<file path="src/rtl/ram_pkg.sv">
// Shared definitions for the RAM stream reader: FSM states, default geometry
// and the address-derived pattern that the write-side generator stores.
package ram_pkg;

    localparam int RAM_AW = 4;
    localparam int RAM_DW = 4;

    typedef enum logic [1:0] {
        ST_IDLE  = 2'd0,
        ST_READ  = 2'd1,
        ST_DRAIN = 2'd2
    } state_t;

    // The writer fills each location with the inverted address; callers truncate to DW.
    function automatic logic [31:0] expected_pattern(input logic [31:0] addr);
        return ~addr;
    endfunction

endpackage

</file>
<file path="src/rtl/ram_stream_reader_if.sv">
// Valid/ready stream carrying words read back from the RAM.
interface ram_stream_reader_if #(
    parameter int DW = 4
) ();
    logic [DW-1:0] out_data;
    logic          out_valid;
    logic          out_ready;

    modport master (output out_data, output out_valid, input out_ready);
    modport slave  (input out_data, input out_valid, output out_ready);
endinterface

</file>
<file path="src/rtl/ram_stream_skid.sv">
// Two-entry synchronous FIFO that absorbs RAM read data while downstream stalls.
module ram_stream_skid #(
    parameter int DW = 4
) (
    input  logic          clk,
    input  logic          reset,
    input  logic          push,
    input  logic [DW-1:0] push_data,
    input  logic          pop,
    output logic [DW-1:0] head_data,
    output logic [1:0]    count
);

    logic [DW-1:0] entry_reg [2];
    logic [1:0]    wr_en;
    logic          wr_ptr_reg;
    logic          rd_ptr_reg;
    logic [1:0]    count_reg;
    logic          pop_ok;

    assign pop_ok = pop && (count_reg != 2'd0);

    genvar gi;
    generate
        for (gi = 0; gi < 2; gi++) begin : g_wr_en
            assign wr_en[gi] = push && (wr_ptr_reg == 1'(gi));
        end
    endgenerate

    always_ff @(posedge clk) begin
        if (reset) begin
            for (int i = 0; i < 2; i++) begin
                entry_reg[i] <= '0;
            end
            wr_ptr_reg <= 1'b0;
            rd_ptr_reg <= 1'b0;
            count_reg  <= 2'd0;
        end else begin
            for (int i = 0; i < 2; i++) begin
                if (wr_en[i]) begin
                    entry_reg[i] <= push_data;
                end
            end
            if (push) begin
                wr_ptr_reg <= ~wr_ptr_reg;
            end
            if (pop_ok) begin
                rd_ptr_reg <= ~rd_ptr_reg;
            end
            count_reg <= count_reg + {1'b0, push} - {1'b0, pop_ok};
        end
    end

    assign head_data = entry_reg[rd_ptr_reg];
    assign count     = count_reg;

endmodule

</file>
<file path="src/rtl/ram_stream_reader.sv">
// Sweeps a RAM address range and streams the words out with backpressure.
// Optional pattern checking against ~address is enabled by RAM_READER_VERIFY_EN.
module ram_stream_reader
    import ram_pkg::*;
#(
    parameter int AW = RAM_AW,
    parameter int DW = RAM_DW
) (
    input  logic                clk,
    input  logic                reset,
    input  logic                start,
    input  logic [AW-1:0]       start_addr,
    input  logic [AW:0]         length,
    output logic                busy,
    output logic                done,
    output logic [AW-1:0]       ram_address,
    input  logic [DW-1:0]       ram_q,
    ram_stream_reader_if.master stream,
    output logic [AW:0]         mismatch_count
);

    state_t        state_reg, state_next;
    logic [AW-1:0] addr_reg, addr_next;
    logic [AW:0]   remaining_reg, remaining_next;
    logic          busy_reg, busy_next;
    logic          done_reg, done_next;
    logic          inflight_reg;
    logic          issue;
    logic          start_accept;
    logic          pop;
    logic          credit_ok;
    logic [1:0]    skid_count;
    logic [DW-1:0] head_data;

    ram_stream_skid #(.DW(DW)) u_skid (
        .clk       (clk),
        .reset     (reset),
        .push      (inflight_reg),
        .push_data (ram_q),
        .pop       (pop),
        .head_data (head_data),
        .count     (skid_count)
    );

    assign stream.out_valid = (skid_count != 2'd0);
    assign stream.out_data  = head_data;
    assign pop              = stream.out_valid && stream.out_ready;

    // A word popped this cycle frees its slot in time for the read issued now,
    // which keeps the stream bubble-free with only two buffer entries.
    assign credit_ok = (3'(skid_count) + 3'(inflight_reg)) < (3'd2 + 3'(pop));

    // The cycle done is high the FSM is already idle, so start must be masked there.
    assign start_accept = (state_reg == ST_IDLE) && start && !done_reg;

    always_comb begin
        state_next     = state_reg;
        addr_next      = addr_reg;
        remaining_next = remaining_reg;
        busy_next      = busy_reg;
        done_next      = 1'b0;
        issue          = 1'b0;
        unique case (state_reg)
            ST_IDLE: begin
                if (start_accept) begin
                    if (length == '0) begin
                        state_next = ST_DRAIN;
                    end else begin
                        addr_next      = start_addr;
                        remaining_next = length;
                        busy_next      = 1'b1;
                        state_next     = ST_READ;
                    end
                end
            end
            ST_READ: begin
                if (credit_ok) begin
                    issue          = 1'b1;
                    addr_next      = addr_reg + AW'(1);
                    remaining_next = remaining_reg - (AW+1)'(1);
                    if (remaining_reg == (AW+1)'(1)) begin
                        state_next = ST_DRAIN;
                    end
                end
            end
            ST_DRAIN: begin
                if (!inflight_reg && (skid_count == 2'd0)) begin
                    done_next  = 1'b1;
                    busy_next  = 1'b0;
                    state_next = ST_IDLE;
                end
            end
            default: begin
                state_next = ST_IDLE;
            end
        endcase
    end

    always_ff @(posedge clk) begin
        if (reset) begin
            state_reg     <= ST_IDLE;
            addr_reg      <= '0;
            remaining_reg <= '0;
            busy_reg      <= 1'b0;
            done_reg      <= 1'b0;
            inflight_reg  <= 1'b0;
        end else begin
            state_reg     <= state_next;
            addr_reg      <= addr_next;
            remaining_reg <= remaining_next;
            busy_reg      <= busy_next;
            done_reg      <= done_next;
            inflight_reg  <= issue;
        end
    end

    assign busy        = busy_reg;
    assign done        = done_reg;
    assign ram_address = addr_reg;

`ifdef RAM_READER_VERIFY_EN
    logic [AW-1:0] inflight_addr_reg;
    logic [AW:0]   mismatch_reg;
    logic          word_bad;

    assign word_bad = inflight_reg &&
                      (ram_q != DW'(expected_pattern(32'(inflight_addr_reg))));

    always_ff @(posedge clk) begin
        if (reset) begin
            inflight_addr_reg <= '0;
            mismatch_reg      <= '0;
        end else begin
            if (issue) begin
                inflight_addr_reg <= addr_reg;
            end
            if (start_accept) begin
                mismatch_reg <= '0;
            end else if (word_bad && (mismatch_reg != '1)) begin
                mismatch_reg <= mismatch_reg + (AW+1)'(1);
            end
        end
    end

    assign mismatch_count = mismatch_reg;
`else
    assign mismatch_count = '0;
`endif

endmodule

</file>
<file path="src/flat_wrapper.sv">
// flat-port wrapper written by rule: the top's interface ports become plain ports
module ram_stream_reader_flat import ram_pkg::*;
#(
    parameter int AW = RAM_AW,
    parameter int DW = RAM_DW
)
  (clk, reset, start, start_addr, length, busy, done, ram_address, ram_q, mismatch_count, stream_out_data, stream_out_valid, stream_out_ready);
  ram_stream_reader_if #(.DW(DW)) stream_i ();
  input  logic clk;
  input  logic reset;
  input  logic start;
  input  logic [AW-1:0] start_addr;
  input  logic [AW:0] length;
  output logic busy;
  output logic done;
  output logic [AW-1:0] ram_address;
  input  logic [DW-1:0] ram_q;
  output logic [AW:0] mismatch_count;
  output wire logic [$bits(stream_i.out_data)-1:0] stream_out_data;
  output wire logic [$bits(stream_i.out_valid)-1:0] stream_out_valid;
  input wire logic [$bits(stream_i.out_ready)-1:0] stream_out_ready;
  assign stream_out_data = stream_i.out_data;
  assign stream_out_valid = stream_i.out_valid;
  assign stream_i.out_ready = stream_out_ready;
  ram_stream_reader #(.AW(AW), .DW(DW)) u_core (.clk(clk), .reset(reset), .start(start), .start_addr(start_addr), .length(length), .busy(busy), .done(done), .ram_address(ram_address), .ram_q(ram_q), .stream(stream_i), .mismatch_count(mismatch_count));
endmodule
</file>
<file path="config.mk">
export PLATFORM = sky130hd
export DESIGN_NAME = ram_stream_reader_flat
export DESIGN_NICKNAME = d
export VERILOG_FILES = /design/src/rtl/ram_pkg.sv /design/src/rtl/ram_stream_reader_if.sv /design/src/rtl/ram_stream_skid.sv /design/src/rtl/ram_stream_reader.sv /design/src/flat_wrapper.sv
export SDC_FILE = /design/constraint.sdc
export NUM_CORES = 1
export LEC_CHECK = 0
export ABC_CLOCK_PERIOD_IN_PS = 1500
export BUFFER_PORTS_ARGS = -buffer_cell sky130_fd_sc_hd__buf_2
export CAP_MARGIN = 20
export CORE_MARGIN = 3
export CORE_UTILIZATION = 44
export DETAILED_ROUTE_END_ITERATION = 16
export PLACE_DENSITY = 0.7
export SLEW_MARGIN = 20
export SYNTH_ARGS = -nofsm -noshare
export SYNTH_HDL_FRONTEND = slang
export SYNTH_SLANG_ARGS = --single-unit
</file>
<file path="constraint.sdc">
create_clock -name clk -period 1.5 [get_ports clk]
set_input_delay 0.3 -clock clk [delete_from_list [all_inputs] [get_ports clk]]
set_output_delay 0.3 -clock clk [all_outputs]
set_load 0.01 [all_outputs]
</file>
==> reports/qor.yml <==
clocking:
  clock_latency_ns: 0.33
  root_buffer: "clkbuf_4"
  cts_num_sinks: 27
  htreeDepth: 1
  path_clk_slew_ns: 0.16
  cts_tree: "built"
  cts_buffer_depth: 2
  numCtsBuffers: 3
pwr:
  p_seq_share_pct: 35.2
  power.share.combinational_pct: 55.1
  power_frac_clock_pct: 9.7
  p_leak_nw: 0.828
  ir_drop_v: 0.00114
  swShare_pct: 39.4
  power.density_mw_per_mm2: 1810
  finalPower_mw: 3.43
  p_switching_mw: 1.35
  p_int_mw: 2.08
synth:
  ys_ff_latch: 27
  synth_sequential_area_ratio_pct: 44.3
  ys.flop_type: "dfxtp_1"
  ys.warnings.count: 0
  syn-cell-area_sq_mm: 0.00140
  ys_types: 39
  ys_async_sr_fraction_pct: 0
  synth_edf_count: 8
  synthCells: 145
  syn_avg_cell_area_sq_um: 9.66
sta:
  setup-violations-final: 10
  slew_viol_final: 0
  clock_skew_ns: 0.00867
  finalCriticalPeriod_ns: 1.60
  fin_crit_sh_pct: 107
  rsz0062_at_grt: "yes"
  hold_viol_final: 0
  fmax_mhz: 624
  fin_ws_ns: -0.102
outcome:
  violations: "setup timing"
  status: "complete, but fails checks"
placement:
  gp_congestion: 0.758
  io_buffer_count: 27
  dp_slack_ns: -0.207
  dp_hpwl_mm: 2.26
worst_setup_path:
  critPathKind: "reg2reg"
  cp-end-kind: "register"
  crit_arrival_ns: 1.85
  cp_max_fo: 3
  required_ns: 1.74
  critPathLaunchType: "register"
floorplan:
  rows: 19
  pin_count: 33
  die_w_microns: 62.4
  start_util_pct: 48.3
  dieArea_sq_mm: 0.00390
  die_y_microns: 62.4
  core-area_sq_mm: 0.00290
route:
  drc: 0
  drt-initial-drc-count: 68
  routed_wl_mm: 3.19
  routedWlPerCell_microns: 13.9
  vias_per_cell: 5.23
  antenna_left: 0
  vias: 1204
  dr.pass1.iters: 4
worst_hold_path:
  min-delay-path-class: "in2reg"
grt:
  grt_pass1_vias: 1211
  grt_max_degree: 23
  grt_use_total_pct: 16.8
  antenna_found_initial: 0
  grt_pass1_wl_mm: 5.46
  overflow: 0
layout:
  synthToLayoutAreaGrowth_pct: 35.4
  final_layout_size_suffix_gt1_share_pct: 42.6
  largest_reg_flops: 8
  diodes: 0
  final_nets: 213
run:
  maxCapViolCount: 0
==> kinds of logic (layout without fill, tap and decap cells) <==
group	count (synthesis)	count (layout)	share of synthesized area, %
AND/OR/NAND/NOR	51	51	19.7
flip-flops	27	27	44.3
adder cells (fa/ha/maj)	7	7	6.26
XOR/XNOR	4	4	2.50
multiplexers	5	5	3.93
AO/OA/AOI/OAI	34	34	16.9
other	1	5	0.268
buffers and inverters	16	55	6.17
==> cell usage after synthesis (2+ instances only) <==
library cell / instances / area, sq um
a211oi_1: 3 / 22.5
a21oi_1: 11 / 55.1
a22o_1: 2 / 17.5
a31o_1: 2 / 17.5
and3_1: 5 / 31.3
buf_2: 3 / 15.0
buf_4: 6 / 45.0
dfxtp_1: 19 / 380
edfxtp_1: 8 / 240
ha_1: 7 / 87.6
inv_1: 6 / 22.5
mux2_2: 4 / 45.0
nand2_1: 12 / 45.0
nand2b_1: 5 / 31.3
nor2_1: 11 / 41.3
nor2b_1: 3 / 18.8
nor3_1: 2 / 10.0
nor3_2: 2 / 20.0
nor3b_1: 5 / 37.5
o21ai_0: 3 / 15.0
o21ai_1: 5 / 25.0
o31ai_1: 2 / 15.0
xnor2_1: 2 / 17.5
xor2_1: 2 / 17.5
==> worst max-delay path, cell delays in order, from the launching register on <==
cell	delay [ns]
dfxtp_4	0.40
ha_4	0.16
ha_4	0.27
o21ai_4	0.06
buf_6	0.12
a31oi_2	0.17
nor2_1	0.08
o221a_1	0.25
==> metrics by stage <==
step / util (%) / TNS, ns / hold WS (ns) / std cells / area, sq um
2_1_floorplan: - / -0.0202 / 0.441 / 149 / 1460
4_1_cts: 61.0 / -0.746 / 0.226 / 227 / 1770
5_1_grt: 65.4 / -1.61 / 0.245 / 230 / 1900
6_report: 65.4 / -0.700 / 0.252 / 230 / 1900
3_5_place_dp: 58.0 / -1.55 / 0.459 / 222 / 1680
3_3_place_gp: 58.0 / -0.945 / 0.449 / 222 / 1680
==> timing repair <==
action,CTS,global route
gates resized for setup,13,22
buffers inserted,1,3
pin swaps,10,8
hold buffers,0,0
endpoints found under the setup margin,18,17
==> worst paths after layout <==
path | depth (start not counted) | slack, ns | endpoint | from
max reg2reg | 7 | -0.10 | u_core.state_reg[1] | u_core.u_skid.count[0]
min | 3 | 0.25 | u_core.ram_address[0] | start_addr[0]
min reg2reg | 2 | 0.48 | u_core.busy | u_core.busy
max | 7 | -0.10 | u_core.state_reg[1] | u_core.u_skid.count[0]
==> power by group through the flow <==
stage,clock network [mW],logic [mW],registers [mW]
2_1_floorplan,0,1.05,1.18
3_3_place_gp,0,1.44,1.17
4_1_cts,0.333,1.62,1.20
5_1_grt,0.375,2.10,1.25
6_report,0.334,1.89,1.21
3_5_place_dp,0,1.50,1.19
==> final cells by class <==
cell class	instances	area (sq um)
Sequential cell	27	639
Fill cell	239	1000
Tap cell	42	52.6
Multi-Input combinational cell	106	842
Clock buffer	3	22.5
Inverter	6	22.5
Timing Repair Buffer	45	309
Clock inverter	1	7.51
==> placed cells by master, fill, tap and decap left out, types with 4 or more instances in the layout <==
cell type / Yosys / layout
a21oi_1: 11 / 9
and3_1: 5 / 5
buf_2: 3 / 22
buf_4: 6 / 16
buf_6: 0 / 7
conb_1: 1 / 5
dfxtp_1: 19 / 14
dfxtp_4: 0 / 5
edfxtp_1: 8 / 8
mux2_4: 0 / 4
nand2_1: 12 / 12
nand2b_1: 5 / 5
nor2_1: 11 / 11
o21ai_1: 5 / 4
==> metal layers <==
layer	track usage, %	vias to the layer above	share of wire (%)
li1	-	592	-
met1	21.8	589	45
met2	29.7	21	52
met3	2.34	2	2.9
met4	3.58	0	0.38
met5	0	-	0
Note: power is estimated with default switching activity, not from simulation.
